## config.mk

```make
export PLATFORM = sky130hd
export DESIGN_NAME = ped_request_ctrl
export DESIGN_NICKNAME = d
export VERILOG_FILES = /design/src/rtl/ped_request_ctrl.sv
export SDC_FILE = /design/constraint.sdc
export NUM_CORES = 1
export LEC_CHECK = 0
export BUFFER_PORTS_ARGS = -buffer_cell sky130_fd_sc_hd__buf_4
export CORE_MARGIN = 10
export CORE_UTILIZATION = 52
export CTS_CLUSTER_SIZE = 12
export DETAILED_ROUTE_END_ITERATION = 12
export PLACE_DENSITY = 0.71
export SLEW_MARGIN = 15
export SYNTH_ARGS = -nofsm -noshare
export SYNTH_HDL_FRONTEND = slang
export SYNTH_SLANG_ARGS = --single-unit
```

## constraint.sdc

```tcl
create_clock -name clk -period 2 [get_ports clk]
set_input_delay 0.4 -clock clk [delete_from_list [all_inputs] [get_ports clk]]
set_output_delay 0.4 -clock clk [all_outputs]
set_load 0.1 [all_outputs]
```

## src/rtl/ped_request_ctrl.sv

```systemverilog
// Pedestrian push-button front end: synchronise, debounce, latch a crossing
// request until the light controller serves it, blink WAIT, enforce lockout.
module ped_request_ctrl #(
    parameter int DEBOUNCE_CYCLES = 4,
    parameter int LOCKOUT_CYCLES  = 8,
    parameter int BLINK_CYCLES    = 3
) (
    input  logic       clk,
    input  logic       rst,
    input  logic       btn_n,
    input  logic       ped_phase,
    output logic       ped_req,
    output logic       wait_led,
    output logic [7:0] press_count
);

    localparam int DCNT_W = (DEBOUNCE_CYCLES + 1 > 2) ? $clog2(DEBOUNCE_CYCLES + 1) : 1;
    localparam int LCNT_W = (LOCKOUT_CYCLES + 1 > 2) ? $clog2(LOCKOUT_CYCLES + 1) : 1;
    localparam int BCNT_W = (BLINK_CYCLES + 1 > 2) ? $clog2(BLINK_CYCLES + 1) : 1;
    localparam int RCNT_W = $clog2(DEBOUNCE_CYCLES + 3);

    localparam logic [DCNT_W-1:0] DCNT_LAST = DCNT_W'(DEBOUNCE_CYCLES - 1);
    localparam logic [LCNT_W-1:0] LCNT_LOAD = LCNT_W'(LOCKOUT_CYCLES - 1);
    localparam logic [BCNT_W-1:0] BCNT_LOAD = BCNT_W'(BLINK_CYCLES - 1);
    localparam logic [RCNT_W-1:0] RCNT_DONE = RCNT_W'(DEBOUNCE_CYCLES + 2);

    typedef enum logic [1:0] {IDLE, PENDING, SERVING, LOCKOUT} state_t;

    logic              sync1_q, sync2_q;
    logic              btn_s;
    logic              db_q, db_d, db_dly_q;
    logic [DCNT_W-1:0] dcnt_q, dcnt_d;
    logic [RCNT_W-1:0] rcnt_q, rcnt_d;
    logic              armed_q;
    logic              press;
    logic [7:0]        press_count_q;
    state_t            state_q;
    logic [LCNT_W-1:0] lcnt_q;
    logic [BCNT_W-1:0] bcnt_q;
    logic              deferred_q;
    logic              ped_req_q, wait_led_q;

    always_ff @(posedge clk or posedge rst) begin
        if (rst) begin
            sync1_q <= 1'b1;
            sync2_q <= 1'b1;
        end else begin
            sync1_q <= btn_n;
            sync2_q <= sync1_q;
        end
    end

    assign btn_s = ~sync2_q;

    always_comb begin
        db_d   = db_q;
        dcnt_d = '0;
        if (btn_s != db_q) begin
            if (dcnt_q == DCNT_LAST) db_d = btn_s;
            else                     dcnt_d = dcnt_q + 1'b1;
        end
    end

    // The two sync flops can fake at most two released cycles after reset, so
    // arming needs DEBOUNCE_CYCLES+2 released cycles: a button still held
    // through reset never produces an event until it has truly been let go.
    always_comb begin
        rcnt_d = rcnt_q;
        if (btn_s)                  rcnt_d = '0;
        else if (rcnt_q != RCNT_DONE) rcnt_d = rcnt_q + 1'b1;
    end

    assign press = db_q & ~db_dly_q & armed_q;

    always_ff @(posedge clk or posedge rst) begin
        if (rst) begin
            db_q          <= 1'b0;
            db_dly_q      <= 1'b0;
            dcnt_q        <= '0;
            rcnt_q        <= '0;
            armed_q       <= 1'b0;
            press_count_q <= 8'd0;
        end else begin
            db_q     <= db_d;
            db_dly_q <= db_q;
            dcnt_q   <= dcnt_d;
            rcnt_q   <= rcnt_d;
            if (rcnt_q == RCNT_DONE) armed_q <= 1'b1;
            if (press && press_count_q != 8'hFF) press_count_q <= press_count_q + 8'd1;
        end
    end

    always_ff @(posedge clk or posedge rst) begin
        if (rst) begin
            state_q    <= IDLE;
            lcnt_q     <= '0;
            bcnt_q     <= '0;
            deferred_q <= 1'b0;
            ped_req_q  <= 1'b0;
            wait_led_q <= 1'b0;
        end else begin
            case (state_q)
                IDLE: begin
                    if (ped_phase) begin
                        state_q <= SERVING;
                    end else if (press) begin
                        state_q    <= PENDING;
                        ped_req_q  <= 1'b1;
                        wait_led_q <= 1'b1;
                        bcnt_q     <= BCNT_LOAD;
                    end
                end
                PENDING: begin
                    if (ped_phase) begin
                        state_q    <= SERVING;
                        ped_req_q  <= 1'b0;
                        wait_led_q <= 1'b0;
                    end else if (bcnt_q == '0) begin
                        wait_led_q <= ~wait_led_q;
                        bcnt_q     <= BCNT_LOAD;
                    end else begin
                        bcnt_q <= bcnt_q - 1'b1;
                    end
                end
                SERVING: begin
                    if (!ped_phase) begin
                        state_q    <= LOCKOUT;
                        lcnt_q     <= LCNT_LOAD;
                        deferred_q <= 1'b0;
                    end
                end
                LOCKOUT: begin
                    if (ped_phase) begin
                        state_q    <= SERVING;
                        deferred_q <= 1'b0;
                    end else if (lcnt_q == '0) begin
                        deferred_q <= 1'b0;
                        if (deferred_q || press) begin
                            state_q    <= PENDING;
                            ped_req_q  <= 1'b1;
                            wait_led_q <= 1'b1;
                            bcnt_q     <= BCNT_LOAD;
                        end else begin
                            state_q <= IDLE;
                        end
                    end else begin
                        lcnt_q <= lcnt_q - 1'b1;
                        if (press) deferred_q <= 1'b1;
                    end
                end
                default: begin
                    state_q    <= IDLE;
                    ped_req_q  <= 1'b0;
                    wait_led_q <= 1'b0;
                end
            endcase
        end
    end

    assign ped_req     = ped_req_q;
    assign wait_led    = wait_led_q;
    assign press_count = press_count_q;

endmodule

```

**Word level (Yosys, flattened, before mapping)**

Index checks and enable logic that the tools add are counted.

- Output and inout bits: 10
- Register bits: 30
- Input port bits: 4
- Logic and storage cells: 98

- Eq/ne operators: 22
- Mux-type cells: 38
- $add $sub $neg: 5
- Reductions and logical operators: 14
- Bitwise operators: 5

Operators with widths:

| operator | number |
|---|---|
| 2-bit 2-to-1 mux | 13 |
| 7-bit AND reduction | 3 |
| 2-bit != test, second input constant | 9 |
| 1-bit 2-to-1 mux | 12 |
| 3-bit 2-to-1 mux | 4 |
| 4-bit 2-to-1 mux | 3 |
| 3-bit != test, second input constant | 4 |
| 8-bit by 1-bit adder with 8-bit output, second input constant | 1 |
| 8-bit != test, second input constant | 1 |
| 2-bit one-hot mux with 4 select lines | 1 |
| 4-bit one-hot mux with 2 select lines | 1 |
| 4-bit AND reduction | 2 |
| 3-bit by 1-bit adder with 3-bit output, second input constant | 2 |
| 1-bit one-hot mux with 3 select lines | 2 |
| 2-bit one-hot mux with 3 select lines | 1 |
| 2-bit == test, second input constant | 2 |
| 2-bit zero test | 2 |
| 4-bit zero test | 1 |
| 4-bit != test, second input constant | 1 |
| 4-bit by 1-bit subtractor with 4-bit output, second input constant | 1 |
| 3-bit by 2-bit == test with 1-bit output, second input constant | 1 |
| 3-bit == test, second input constant | 1 |
| 1-bit NOT | 3 |
| 3-bit AND reduction | 1 |
| other kinds (11) | 12 |

**Longest topological paths before layout**

- Word-level depth: 8
- Mapped depth: 6
- Mapped depth without buffers: 6

**Worst setup path before layout**

Ideal clock, no wire load.

- Kind: register -> register
- From: register press_count_q[0], in the netlist press_count[0]
- To: register press_count_q[1], in the netlist press_count[1]
- Buffers on the path: 0
- Arrival time: 2.045 ns
- Clock period less this slack: 2.171 ns
- Setup time: 0.126 ns
- Data required time: 1.874 ns
- Path slack: -0.171 ns
- Stages on the path, launching flop included: 5
- Path through: dfrtp_1 > ha_1 > nand4_1 > o21ai_2 > mux2_2

- Longest elaborated chain between the ends: 2
- Elaborated cells on any way between the ends: 3

Ends and longest elaborated chain:

| item | RTL line | RTL |
|---|---|---|
| start, declared | 36 | `logic [7:0] press_count_q;` |
| start signal, assigned | 89 | `if (press && press_count_q != 8'hFF) press_count_q <= press_count_q + 8'd1;` |
| parallel branches: the longest is 2 deep, another holds 8-bit by 1-bit adder with 8-bit output | -- |  |

Several ways; the timed one is not identified.
A chain may end at the register's enable or synchronous reset.

**Worst setup path after layout**

- From: register lcnt_q[0]
- To: register bcnt_q[0]

- Longest elaborated chain between the ends: 3

Ends and longest elaborated chain:

| item | RTL line | RTL |
|---|---|---|
| start, declared | 38 | `logic [LCNT_W-1:0] lcnt_q;` |
| start signal, assigned | 147 | `lcnt_q <= lcnt_q - 1'b1;` |
| 4-bit zero test | 136 | `end else if (lcnt_q == '0) begin` |
| 2-bit != test (no source line) | -- |  |
| 7-bit AND reduction (no source line) | -- |  |
| end signal, assigned | 122 | `bcnt_q <= bcnt_q - 1'b1;` |
| end, declared | 39 | `logic [BCNT_W-1:0] bcnt_q;` |

No other way between the ends.

==> metrics.csv <==
metric;value;unit
status;finished, final reports clean;
first-pass GRT wire length;4926;um
Hold Crit Class;in2async;
Post-DP Area;1638;um^2
IO Pins;14;
post-route ant nets;0;
die area;5427;um^2
Least-Margin Pin Slew;0.3769;ns
Total Routed Length;2742;um
IO buf count;13;
crit path capture type;register;
Clock transition at path regs;0.10;ns
TritonCTS buffer count;5;
hold_ws;0.1218;ns
Synth Register Bits;30;
initial core utilization;0.5431;
final period utilization;0.8642;
crit path setup slack, layout;0.2715;ns
Synth Flop Type;dfrtp_1;
crit-path max FO;4;
RSZ-0062 raised after global routing;no;
RD Place Congestion;0.8755;
DRT Pass-1 Iters;4;
RR Startpoint;lcnt_q[0]$_DFFE_PP0P_;
Pleak;0.7962;nW
EDFF count, synth;0;
clock tree buffer depth;2;
Cell Rows;19;
via count;1100;
DP Worst Slack;0.2728;ns
Sink Count;30;
Final Net Count;176;
gr ovfl total;0;
Filler cells;244;
largest net degree at the start of global routing;31;
startpoint types;register;
max capacitance violation total;0;
DRC Markers;0;
CP Class;reg2reg;
Setup Fix Bufs, Post-CTS;0;
f_max;0.5785;GHz
Async S/R FF share, synth;1.000;
post-CTS sizing;0;
fin. max-slew vios;0;
WL per Instance;13.92;um
CP startpoint;lcnt_q[0]$_DFFE_PP0P_;
share of layout cells above drive strength 1;0.2349;
Post-Syn Area;1498;um^2
root buffer cell;clkbuf_4;
post-synthesis sequential area ratio;0.5029;
chip width;73.67;um
crit path DAT;1.95;ns
Final Skew;0.008271;ns
post-DP HPWL;1998;um
routed vias/inst;5.584;
vias in the first global route;1126;
Fin. Hold Viols;0;
Syn Nets;157;
setup TNS;0;ns
total track usage;0.1160;
Post-Syn Instances;146;
synthesis-to-finish area growth;13.95;%
hold_buf cts;0;
Worst EP required;2.22;ns
CTS tree;done;
htree depth;2;
initial antenna violation count;0;
synth unique cells;38;
Total Power;1.858;mW
YS warnings;0;
dpl cells;189;
Setup Viol. Count Final;0;
Non-Filler Instances;197;
Power Dens Cells;1089;nW/um^2
Die Y;73.67;um
latest clock arrival within the worst-skew pair;0.34;ns
final core occ;0.6189;
Peak VDD IR;0.0009550;V
average cell area after synthesis;10.26;um^2
Core Area;2758;um^2
Initial DRC Count;92;
relative slew slack;0.7472;
Tmin final;1.728;ns
ant diodes;0;
Design Area, Final;1707;um^2
## synth_stat cells, types with 3 or more instances
master | count | area share
a21oi_1 | 10 | 0.033
dfrtp_1 | 28 | 0.47
ha_1 | 7 | 0.058
inv_1 | 11 | 0.028
mux2_4 | 3 | 0.030
nand2_1 | 16 | 0.040
nand2b_1 | 6 | 0.025
nand3_1 | 9 | 0.030
nor2_1 | 8 | 0.020
nor3b_1 | 3 | 0.015
o21ai_0 | 8 | 0.027
## flip-flops by register name, summed over array words and instances, names as in the netlist
signal	cells
armed_q	1
bcnt_q	2
db_dly_q	1
db_q	1
dcnt_q	3
deferred_q	1
lcnt_q	4
ped_req	1
press_count	8
rcnt_q	3
state_q	2
sync1_q	1
sync2_q	1
wait_led	1
## area by class of cell
type / instances / area (um^2) / area share
Sequential cell: 30 / 755.7 / 0.4428
Multi-Input combinational cell: 102 / 694.4 / 0.4069
Timing Repair Buffer: 15 / 112.6 / 0.06598
Clock buffer: 6 / 51.30 / 0.03006
Inverter: 11 / 41.29 / 0.02419
Tap cell: 31 / 38.79 / 0.02273
Clock inverter: 2 / 12.51 / 0.007331
## critical path: stages (launching register included)
cell and delay (ns):
dfrtp_1 0.41, inv_1 0.10, ha_1 0.26, nor3b_1 0.29
o21ai_0 0.16, a211oi_2 0.28, o21ai_0 0.11
## cell families after synthesis
| family | after synthesis | synth area share |
|---|---|---|
| compound gates | 32 | 0.1337 |
| xor+xnor | 3 | 0.01755 |
| fa+ha+maj | 7 | 0.05848 |
| buf+inv | 14 | 0.03676 |
| flops | 30 | 0.5029 |
| mux | 4 | 0.03759 |
| simple gates | 56 | 0.2130 |
## routing by layer
layer,wire [um],share of wire,GRT usage
met1,1283,0.47,0.1340
met2,1300,0.47,0.1847
met3,136,0.050,0.05114
met4,21,0.0077,0.04348
met5,0,0,0
## report_power, final
group / internal [mW] / switching (mW)
Sequential: 0.736 / 0.112
Clock: 0.169 / 0.217
Combinational: 0.209 / 0.416
Total: 1.11 / 0.745
## worst paths after layout
path                                              endpoint  cells after the start  slack (ns)
max in group asynchronous                sync1_q$_DFF_PP1_                      3        1.57
worst min register to register           sync2_q$_DFF_PP1_                      0        0.36
worst max-delay path                 bcnt_q[0]$_DFFE_PP0P_                      6        0.27
worst max register to register       bcnt_q[0]$_DFFE_PP0P_                      6        0.27
worst min-delay path            press_count[6]$_DFFE_PP0P_                      3        0.12
min in group clk                         sync1_q$_DFF_PP1_                      1        0.17
## placed cells by master (no fill, tap or decap), drive strengths merged, types with 7 or more instances in the layout
cell type	synthesis	final
inv	11	11
nand3	9	9
nand2	16	16
dfrtp	28	28
buf	2	15
o21ai	9	9
nor2	9	9
a21oi	10	10
ha	7	7
(Power assumes the default switching activity.)
